### config.mk
export PLATFORM = sky130hd
export DESIGN_NAME = sm2201_isa_cycle_decoder
export DESIGN_NICKNAME = d
export VERILOG_FILES = /design/src/rtl/sm2201_pkg.sv /design/src/rtl/sm2201_isa_strobe_edge.sv /design/src/rtl/sm2201_isa_cycle_decoder.sv
export SDC_FILE = /design/constraint.sdc
export NUM_CORES = 1
export LEC_CHECK = 0
export ABC_AREA = 1
export CAP_MARGIN = 20
export CORE_ASPECT_RATIO = 1.5
export CORE_MARGIN = 5
export CORE_UTILIZATION = 50
export DETAILED_ROUTE_END_ITERATION = 6
export PLACE_DENSITY = 0.79
export SETUP_SLACK_MARGIN = 0.2
export SLEW_MARGIN = 10
export SYNTH_ARGS = -nofsm -noshare
export SYNTH_HDL_FRONTEND = slang
export SYNTH_SLANG_ARGS = --single-unit
export TNS_END_PERCENT = 10
### constraint.sdc
create_clock -name isa_clk -period 2.3 [get_ports isa_clk]
set_input_delay 0.46 -clock isa_clk [delete_from_list [all_inputs] [get_ports isa_clk]]
set_output_delay 0.46 -clock isa_clk [all_outputs]
set_load 0.01 [all_outputs]
### src/rtl/sm2201_pkg.sv
// Shared definitions for the SM2201 ISA front end: FSM states, window geometry, idle read value.
// Latency: n/a (types and constants only).
// Backpressure: n/a.
package sm2201_pkg;

    localparam int          SM2201_ADDR_W    = 10;
    localparam logic [9:0]  SM2201_BASE_ADDR = 10'h100;
    // The window is 2**SM2201_WIN_BITS bytes; only the address bits above it are decoded.
    localparam int          SM2201_WIN_BITS  = 6;
    // Read cache value after reset or an abandoned read: the ISA bus sees an undriven-looking 0xFF.
    localparam logic [15:0] RD_IDLE          = 16'hFFFF;

    typedef enum logic [1:0] {
        ST_IDLE = 2'd0,
        ST_REQ  = 2'd1,
        ST_DONE = 2'd2
    } sm2201_state_t;

endpackage

### src/rtl/sm2201_isa_strobe_edge.sv
// Samples the ISA I/O strobes, flags their falling edges and latches the address while ALE is high.
// Latency: a fall is flagged in the cycle the strobe is first seen low; addr_q follows isa_addr on ALE edges.
// Backpressure: none; a pure sampler that tracks the bus every cycle.
module sm2201_isa_strobe_edge
    import sm2201_pkg::*;
(
    input  logic                     isa_clk,
    input  logic                     isa_reset,
    input  logic                     isa_ale,
    input  logic                     isa_ior,
    input  logic                     isa_iow,
    input  logic [SM2201_ADDR_W-1:0] isa_addr,
    output logic [SM2201_ADDR_W-1:0] addr_q,
    output logic                     ior_fall,
    output logic                     iow_fall
);

    logic ior_p;
    logic iow_p;

    // Previous-edge strobe samples (idle high) and the ALE-qualified address latch
    always_ff @(posedge isa_clk or negedge isa_reset) begin
        if (!isa_reset) begin
            ior_p  <= 1'b1;
            iow_p  <= 1'b1;
            addr_q <= '0;
        end else begin
            ior_p <= isa_ior;
            iow_p <= isa_iow;
            if (isa_ale) begin
                addr_q <= isa_addr;
            end
        end
    end

    // A fall is "was high at the last edge, low now"
    assign ior_fall = ior_p & ~isa_ior;
    assign iow_fall = iow_p & ~isa_iow;

endmodule

### src/rtl/sm2201_isa_cycle_decoder.sv
// ISA front end of the SM2201: decodes the 64-byte I/O window, pairs bytes into CAMAC words, issues word requests.
// Latency: request and CHRDY low one edge after the strobe fall; CHRDY released one edge after ack or timeout.
// Backpressure: ISA wait states via CHRDY until the CAMAC side acks or WAIT_TIMEOUT cycles elapse.
module sm2201_isa_cycle_decoder
    import sm2201_pkg::*;
#(
    parameter logic [9:0] BASE_ADDR    = SM2201_BASE_ADDR,
    parameter int         WAIT_TIMEOUT = 255
) (
    input  logic        isa_clk,
    input  logic        isa_reset,
    input  logic        isa_ale,
    input  logic        isa_aen,
    input  logic        isa_ior,
    input  logic        isa_iow,
    input  logic [9:0]  isa_addr,
    input  logic [7:0]  isa_data_in,
    output logic [7:0]  isa_data_out,
    output logic        isa_data_oe,
    output logic        isa_chrdy,
    output logic        cam_req,
    output logic        cam_write,
    output logic [4:0]  cam_reg,
    output logic [15:0] cam_wdata,
    input  logic [15:0] cam_rdata,
    input  logic        cam_ack,
    output logic        cam_timeout
);

    // Last count value spent in REQ before the access is abandoned
    localparam logic [7:0] WAIT_LAST = 8'(WAIT_TIMEOUT - 1);

    logic [9:0]    addr_q;
    logic          ior_fall;
    logic          iow_fall;
    logic          hit;
    logic          both_low;
    logic [7:0]    lo_q;
    logic [15:0]   rd_q;
    logic [7:0]    wait_cnt;
    sm2201_state_t state;

    sm2201_isa_strobe_edge u_strobe_edge (
        .isa_clk   (isa_clk),
        .isa_reset (isa_reset),
        .isa_ale   (isa_ale),
        .isa_ior   (isa_ior),
        .isa_iow   (isa_iow),
        .isa_addr  (isa_addr),
        .addr_q    (addr_q),
        .ior_fall  (ior_fall),
        .iow_fall  (iow_fall)
    );

    // DMA cycles (AEN high) never belong to us, whatever the address says
    assign hit      = !isa_aen && (addr_q[9:SM2201_WIN_BITS] == BASE_ADDR[9:SM2201_WIN_BITS]);
    // Both strobes low at once is an illegal bus state and is ignored outright
    assign both_low = !isa_ior && !isa_iow;

    // Access FSM: even writes park the low byte, odd writes and even reads go to CAMAC
    always_ff @(posedge isa_clk or negedge isa_reset) begin
        if (!isa_reset) begin
            state       <= ST_IDLE;
            lo_q        <= '0;
            rd_q        <= RD_IDLE;
            wait_cnt    <= '0;
            isa_chrdy   <= 1'b1;
            cam_req     <= 1'b0;
            cam_write   <= 1'b0;
            cam_reg     <= '0;
            cam_wdata   <= '0;
            cam_timeout <= 1'b0;
        end else begin
            cam_timeout <= 1'b0;
            case (state)
                ST_IDLE: begin
                    if (hit && !both_low) begin
                        if (iow_fall) begin
                            if (!addr_q[0]) begin
                                lo_q <= isa_data_in;
                            end else begin
                                // lo_q may be stale if no even write preceded; that word is sent as-is
                                cam_wdata <= {isa_data_in, lo_q};
                                cam_write <= 1'b1;
                                cam_reg   <= addr_q[5:1];
                                cam_req   <= 1'b1;
                                isa_chrdy <= 1'b0;
                                wait_cnt  <= '0;
                                state     <= ST_REQ;
                            end
                        end else if (ior_fall && !addr_q[0]) begin
                            // Odd reads are served from the high byte cached by the last even read
                            cam_write <= 1'b0;
                            cam_reg   <= addr_q[5:1];
                            cam_req   <= 1'b1;
                            isa_chrdy <= 1'b0;
                            wait_cnt  <= '0;
                            state     <= ST_REQ;
                        end
                    end
                end
                ST_REQ: begin
                    // An ack on the timeout edge still completes the access normally
                    if (cam_ack) begin
                        if (!cam_write) begin
                            rd_q <= cam_rdata;
                        end
                        cam_req   <= 1'b0;
                        isa_chrdy <= 1'b1;
                        state     <= ST_DONE;
                    end else if (wait_cnt == WAIT_LAST) begin
                        if (!cam_write) begin
                            rd_q <= RD_IDLE;
                        end
                        cam_req     <= 1'b0;
                        isa_chrdy   <= 1'b1;
                        cam_timeout <= 1'b1;
                        state       <= ST_DONE;
                    end else begin
                        wait_cnt <= wait_cnt + 8'd1;
                    end
                end
                ST_DONE: begin
                    // Hold off until the host has released its strobe so one cycle gives one request
                    if (isa_ior && isa_iow) begin
                        state <= ST_IDLE;
                    end
                end
                default: begin
                    state <= ST_IDLE;
                end
            endcase
        end
    end

    // ISA read-data path: byte select from the read cache plus the bus drive enable
    always_ff @(posedge isa_clk or negedge isa_reset) begin
        if (!isa_reset) begin
            isa_data_out <= '0;
            isa_data_oe  <= 1'b0;
        end else begin
            isa_data_oe  <= hit && !isa_ior && isa_iow;
            isa_data_out <= addr_q[0] ? rd_q[15:8] : rd_q[7:0];
        end
    end

endmodule

==> PnR_summary.wiki, run 1 <==
{| class="wikitable"
! Metric !! Value
|-
| Worst-Margin Slew || 0.545 ns
|-
| Met2 wire length || 3450 microns
|-
| Worst-path fanout max || 11
|-
| Area growth syn-to-layout || 29.1%
|-
| Required arrival time at the worst endpoint || 1.84 ns
|-
| Layout cell share with drive strength beyond 1 || 0.165
|-
| Pin count of the biggest net entering global routing || 44
|-
| Library cells used by synthesis || 29
|-
| Total track usage || 0.168
|-
| Number of buffers added for setup after CTS || 0
|-
| Starting utilization of the core area || 0.511
|-
| Number of standard-cell rows in the floorplan || 37
|-
| Hold violation count in the final report || 0
|-
| First DRT Iteration DRCs || 92
|-
| Upper clock frequency limit || 526 MHz
|-
| Total number of vias || 2632
|-
| Routability Congestion || 0.784
|-
| Clock buffer count from CTS || 9
|-
| Outcome || complete, no violations
|-
| Mapped Avg Cell Area || 9.56 sq um
|-
| Clock network latency to the later pin of the worst-skew pair || 0.35 ns
|-
| Antenna violations before repair || 0
|-
| Max-slew violation count || 0
|-
| Wirelength, routed || 6930 microns
|-
| Setup repair after global routing missed its margin || false
|-
| DIE AREA || 8810 sq um
|-
| Number of buffers added to fix hold violations after cts || 0
|-
| Setup Total Neg Slack || 0 ns
|-
| H-tree depth || 3
|-
| Yosys warns || 0
|-
| Area leader, netlist || dfrtp_1
|-
| Post-synthesis cell area || 3500 sq um
|-
| Flops & latches, synth || 80
|-
| Finished Cell Area || 4520 sq um
|-
| Mean number of vias per cell || 5.00
|-
| Number of clock sinks seen by CTS || 80
|-
| Height of the die || 112 microns
|-
| CP Launch Type || flip-flop
|-
| Clock-pin transition on the worst setup and hold timing paths || 0.08 ns
|-
| Worst Setup End Kind || output pin
|-
| Die width || 78.3 microns
|-
| Amount of wire on met3 after detailed routing || 397 microns
|-
| Count of TritonRoute iterations in the first routing pass || 4
|-
| Vias in the first global route || 2566
|-
| Min Tclk post-route || 1.90 ns
|-
| Max-capacitance violation count || 0
|-
| Area share of the leading cell type in the synthesized netlist || 0.436
|-
| Main area contributors after synthesis || dfrtp_1, dfstp_2, nand2_1
|-
| Master cell of the clock root buffer || clkbuf_8
|-
| Highest ir drop seen on vdd || 0.512 mV
|-
| P per Cell Area || 921 nW/um^2
|-
| Leftover overflow at the end of global routing || 0
|-
| CTS Buffer Depth || 2
|-
| Sequential cell area fraction in the yosys report || 0.579
|-
| Total inserted antenna cells || 0
|-
| Wire length per cell after detailed routing || 13.2 microns
|-
| Relative slew slack || 0.636
|-
| Number of input and output port buffers inserted || 74
|-
| Kind of path behind the tightest hold check || in2async
|-
| Setup Crit Path Kind || reg2out
|-
| NumNets Final || 486
|-
| Routed met1 length || 2990 microns
|-
| Leak || 0.00205 uW
|-
| Half-perimeter wire length of the detailed placement result || 4930 microns
|-
| Worst clock skew || 0.00548 ns
|-
| DRC violations left || 0
|-
| Synthesized instance count || 366
|-
| Wire length of the first global-routing pass || 11800 microns
|-
| Post-layout power || 4160 uW
|-
| Remaining number of nets flagged by the antenna check after routing || 0
|-
| CTS tree || yes
|-
| Number of top-level design ports || 75
|-
| Core Area || 6850 sq um
|-
| Largest registers || cam_wdata: 16 flops, rd_q: 16 flops, u_strobe_edge.addr_q: 10 flops
|-
| Final-report setup violation count || 0
|-
| Arrival time of the worst setup path || 1.44 ns
|-
| Share of the clock period used by the worst path after layout || 0.827
|-
| Number of nets produced by synthesis || 409
|-
| Cells on worst reg2reg path || 10
|-
| Resized Gates After CTS || 0
|-
| Topmost layer with routed signal wires || met4
|-
| Placed cell area || 4280 sq um
|}
-- path summary, 6_finish.rpt --
check,start,endpoint,slack [ns]
setup / recovery,cam_write,cam_write,0.40
hold / removal,isa_reset,isa_data_out[7],0.10
setup reg to reg,wait_cnt[0],rd_q[2],0.47
hold reg to reg,rd_q[13],rd_q[13],0.48
max in group asynchronous,isa_reset,rd_q[6],1.56
min in group isa_clk,rd_q[13],rd_q[13],0.48
-- cell type report --
cell class | instances | area [sq um]
Clock buffer | 10 | 128
Clock inverter | 6 | 108
Fill cell | 533 | 2330
Inverter | 48 | 180
Multi-Input combinational cell | 224 | 1180
Sequential cell | 80 | 2030
Tap cell | 78 | 97.6
Timing Repair Buffer | 80 | 796
-- power breakdown --
part / internal, uW / total (uW) / switching (uW)
registers: 1800 / 1940 / 145
clock network: 717 / 1200 / 482
logic: 465 / 1020 / 552
-- critical path: stages (launching register included) --
cell and delay (ns):
dfrtp_1 0.33, buf_4 0.19, clkdlybuf4s50_1 0.57
-- per-layer routing --
layer | global-route usage | vias up
met5 | 0 | -
met4 | 0.0525 | 0
met3 | 0.0530 | 8
met2 | 0.277 | 69
met1 | 0.210 | 1227
li1 | - | 1328
-- cell usage after synthesis, drive strengths merged --
| cell | count |
|---|---|
| or2 | 1 |
| nand3 | 17 |
| inv | 48 |
| dfrtp | 61 |
| mux2 | 3 |
| o21ai | 82 |
| ha | 2 |
| nand4 | 4 |
| dfstp | 19 |
| nand2 | 90 |
| nor2 | 17 |
| buf | 11 |
| a21oi | 3 |
| clkbuf | 3 |
| o211ai | 1 |
| nor3 | 3 |
| o21bai | 1 |
-- cells in the final DEF (no fill, tap or decap), drive strengths merged, types with 4 or more instances in the layout --
master / netlist / layout
clkdlybuf4s50: 0 / 73
o21ai: 82 / 82
nand3: 17 / 17
buf: 11 / 7
clkbuf: 3 / 10
nor2: 17 / 17
dfstp: 19 / 19
nand2: 90 / 90
inv: 48 / 48
nand4: 4 / 4
dfrtp: 61 / 61
-- through the flow --
step	hold slack (ns)	utilization	setup slack, ns	std cells
global placement	0.467	0.625	0.340	510
finish	0.102	0.660	0.399	526
floorplan	0.164	-	0.862	366
detailed placement	0.471	0.625	0.271	510
global route	0.127	0.660	0.289	526
CTS	0.0965	0.660	0.361	526
-- cells by family after synthesis --
group,count (synthesis),synth area share
multiplexers,3,0.00965
flip-flops,80,0.579
adder cells (fa/ha/maj),2,0.00715
AND/OR/NAND/NOR,132,0.182
buffers and inverters,62,0.0826
AO/OA/AOI/OAI,87,0.140
No activity file was read; power rests on OpenSTA's default activity.
==> inputs of run 2 (changes only) <==
- clock period: 2.3 -> 1.75 ns (I/O delays scaled with it)
==> PnR_summary.wiki, run 2 (synthesis gave the netlist of run 1 again) <==
{| class="wikitable"
! Metric !! Value
|-
| Outcome || complete, no violations (unchanged)
|-
| Register cell area after layout || 2030 sq um (unchanged)
|-
| Crit path largest cell delay || 0.56 ns (was 0.57 ns)
|-
| Max stage delay cell, worst path || clkdlybuf4s50_1 (unchanged)
|-
| P per Cell Area || 1200 nW/um^2 (was 921 nW/um^2)
|-
| Area of the multi-input gates || 1230 sq um (was 1180 sq um)
|-
| Placed cell count || 520 (was 510)
|-
| DIE AREA || 8810 sq um (unchanged)
|-
| Clock network latency to the later pin of the worst-skew pair || 0.35 ns (about the same)
|-
| Wire length per cell after detailed routing || 14.4 microns (was 13.2 microns)
|-
| Area growth syn-to-layout || 39.5% (was 29.1%)
|-
| Leak || 0.00225 uW (was 0.00205 uW)
|-
| Share of the clock period used by the worst path after layout || 0.930
|-
| Arrival time of the worst setup path || 1.28 ns (was 1.44 ns)
|-
| Final-layout fill cell count || 488 (was 533)
|-
| Relative slew slack || 0.811 (was 0.636)
|-
| Worst Setup End Kind || output pin (unchanged)
|-
| Antenna violations before repair || 0 (unchanged)
|-
| Crit path cell chain || clkdlybuf4s50_1 (was buf_4, clkdlybuf4s50_1)
|-
| Number of input and output port buffers inserted || 74 (unchanged)
|-
| Upper clock frequency limit || 615 MHz
|-
| H-tree depth || 3 (unchanged)
|-
| DRC violations left || 0 (unchanged)
|-
| Setup repair after global routing missed its margin || true (was false)
|-
| Final-report setup violation count || 0 (unchanged)
|-
| Height of the die || 112 microns (unchanged)
|-
| Required arrival time at the worst endpoint || 1.40 ns (was 1.84 ns)
|-
| CP delay by family, top || buffers and inverters (unchanged)
|-
| Number of clock sinks seen by CTS || 80 (unchanged)
|-
| Worst-path fanout max || 2 (was 11)
|-
| Count of TritonRoute iterations in the first routing pass || 5 (was 4)
|-
| Worst clock skew || 0.0102 ns (was 0.00548 ns)
|-
| Most common cell after layout, fill and taps aside || nand2_1 (unchanged)
|-
| Clock buffer count from CTS || 9 (unchanged)
|-
| Final core area utilization || 0.713 (was 0.660)
|-
| Master cell of the clock root buffer || clkbuf_8 (unchanged)
|-
| Endpoint of the worst register-to-register path || rd_q[10] (was rd_q[2])
|-
| Core Area || 6850 sq um (unchanged)
|-
| CTS Buffer Depth || 2 (unchanged)
|-
| Number of top-level design ports || 75 (unchanged)
|-
| Leftover overflow at the end of global routing || 0 (unchanged)
|-
| Largest registers || cam_wdata: 16 flops, rd_q: 16 flops, u_strobe_edge.addr_q: 10 flops (unchanged)
|-
| Kind of path behind the tightest hold check || in2async (unchanged)
|-
| Worst-Margin Slew || 0.284 ns (was 0.545 ns)
|-
| Max-slew violation count || 0 (unchanged)
|-
| Routability Congestion || 0.834 (was 0.784)
|-
| CP Launch Type || flip-flop (unchanged)
|-
| Vias in the first global route || 2825 (was 2566)
|-
| Wirelength, routed || 7920 microns (was 6930 microns)
|-
| Total inserted antenna cells || 0 (unchanged)
|-
| Die width || 78.3 microns (unchanged)
|-
| Min Tclk post-route || 1.63 ns
|-
| Mean number of vias per cell || 5.10 (was 5.00)
|-
| Number of standard-cell rows in the floorplan || 37 (unchanged)
|-
| Post-layout instance count excluding filler cells || 551 (was 526)
|-
| NumNets Final || 511 (was 486)
|-
| Minimum setup slack among reg-to-reg paths || 0.14 ns (was 0.47 ns)
|-
| Layout cell share with drive strength beyond 1 || 0.228 (was 0.165)
|-
| Commonest cells after routing, fill and taps aside || nand2_1, clkdlybuf4s50_1, dfrtp_1, inv_1, o21ai_1 (was nand2_1, clkdlybuf4s50_1, dfrtp_1, inv_1, o21ai_0)
|-
| Clock-pin transition on the worst setup and hold timing paths || 0.09 ns (was 0.08 ns)
|-
| Cells on worst reg2reg path || 11 (was 10)
|-
| Starting utilization of the core area || 0.511 (unchanged)
|-
| CTS tree || yes (unchanged)
|-
| Wire length of the first global-routing pass || 13400 microns (was 11800 microns)
|-
| Max-capacitance violation count || 0 (unchanged)
|-
| Highest ir drop seen on vdd || 0.708 mV (was 0.512 mV)
|-
| Remaining number of nets flagged by the antenna check after routing || 0 (unchanged)
|-
| Crit Reg-Reg Startpoint || wait_cnt[0] (unchanged)
|-
| Hold violation count in the final report || 0 (unchanged)
|-
| Buffer and inverter count on the worst path || 1 (was 2)
|-
| Total number of vias || 2808 (was 2632)
|-
| Half-perimeter wire length of the detailed placement result || 5160 microns (was 4930 microns)
|-
| Total track usage || 0.191 (was 0.168)
|-
| Setup Crit Path Kind || reg2out (unchanged)
|-
| First DRT Iteration DRCs || 102 (was 92)
|-
| Pin count of the biggest net entering global routing || 49 (was 44)
|}
## run 2: changes by cell type in the layout (fill, tap and decap cells not counted), moves of 2 or more
cell,change
clkdlybuf4s50_1,-4
clkinv_2,-2
o21ai_1,+4
buf_6,+3
buf_4,+15
o21ai_0,-9
buf_16,+2
buf_12,+3
dlygate4sd2_1,+3
o21ai_2,+4
## run 2: report_power, final
group	total [uW]	switching [uW]	internal, uW
sequential	2570	200	2370
combinational	1640	827	808
clock	1670	680	994
## run 2: cell type report
cell class / instances / area share
Clock buffer: 10 / 0.0282
Tap cell: 78 / 0.0200
Clock inverter: 6 / 0.0236
Timing Repair Buffer: 105 / 0.225
Inverter: 48 / 0.0369
Multi-Input combinational cell: 224 / 0.252
Sequential cell: 80 / 0.415
## run 2: what timing repair did
action | in CTS | in global routing
pin swaps | 4 | 3
hold endpoints to repair | 2 | 0
setup endpoints to repair | 51 | 89
hold buffers | 1 | 0
resized for setup | 19 | 10
cloned | 3 | 0
setup buffers | 9 | 2
## run 2: per-stage QoR
stage / hold WS (ns) / setup TNS (ns) / worst slack (ns) / area (sq um) / total power [uW]
after global placement: 0.193 / -0.300 / -0.0219 / 4380 / 3940
after floorplan: 0.0544 / 0 / 0.342 / 3500 / 3350
final: 0.367 / 0 / 0.123 / 4880 / 5880
after detailed placement: 0.195 / -2.15 / -0.0786 / 4380 / 3990
after CTS: 0.352 / 0 / 0.114 / 4850 / 5850
after global routing: 0.349 / 0 / 0.0600 / 4880 / 6210
## run 2: worst max path at each step
stage / depth (start not counted) / startpoint / to
detailed placement: 8 / isa_iow / lo_q[6]
floorplan: 11 / wait_cnt[0] / rd_q[5]
global placement: 8 / isa_iow / lo_q[7]
finish: 1 / cam_wdata[0] / cam_wdata[0]
global route: 11 / wait_cnt[0] / rd_q[10]
CTS: 1 / cam_req / cam_req
## run 2: routing by layer
layer  GRT usage  up-vias  part of all wire
li1            -     1382                 -
met4      0.0723        0             0.016
met1       0.228     1328              0.40
met2       0.328       86              0.53
met3      0.0482       12             0.054
met5           0        -                 0
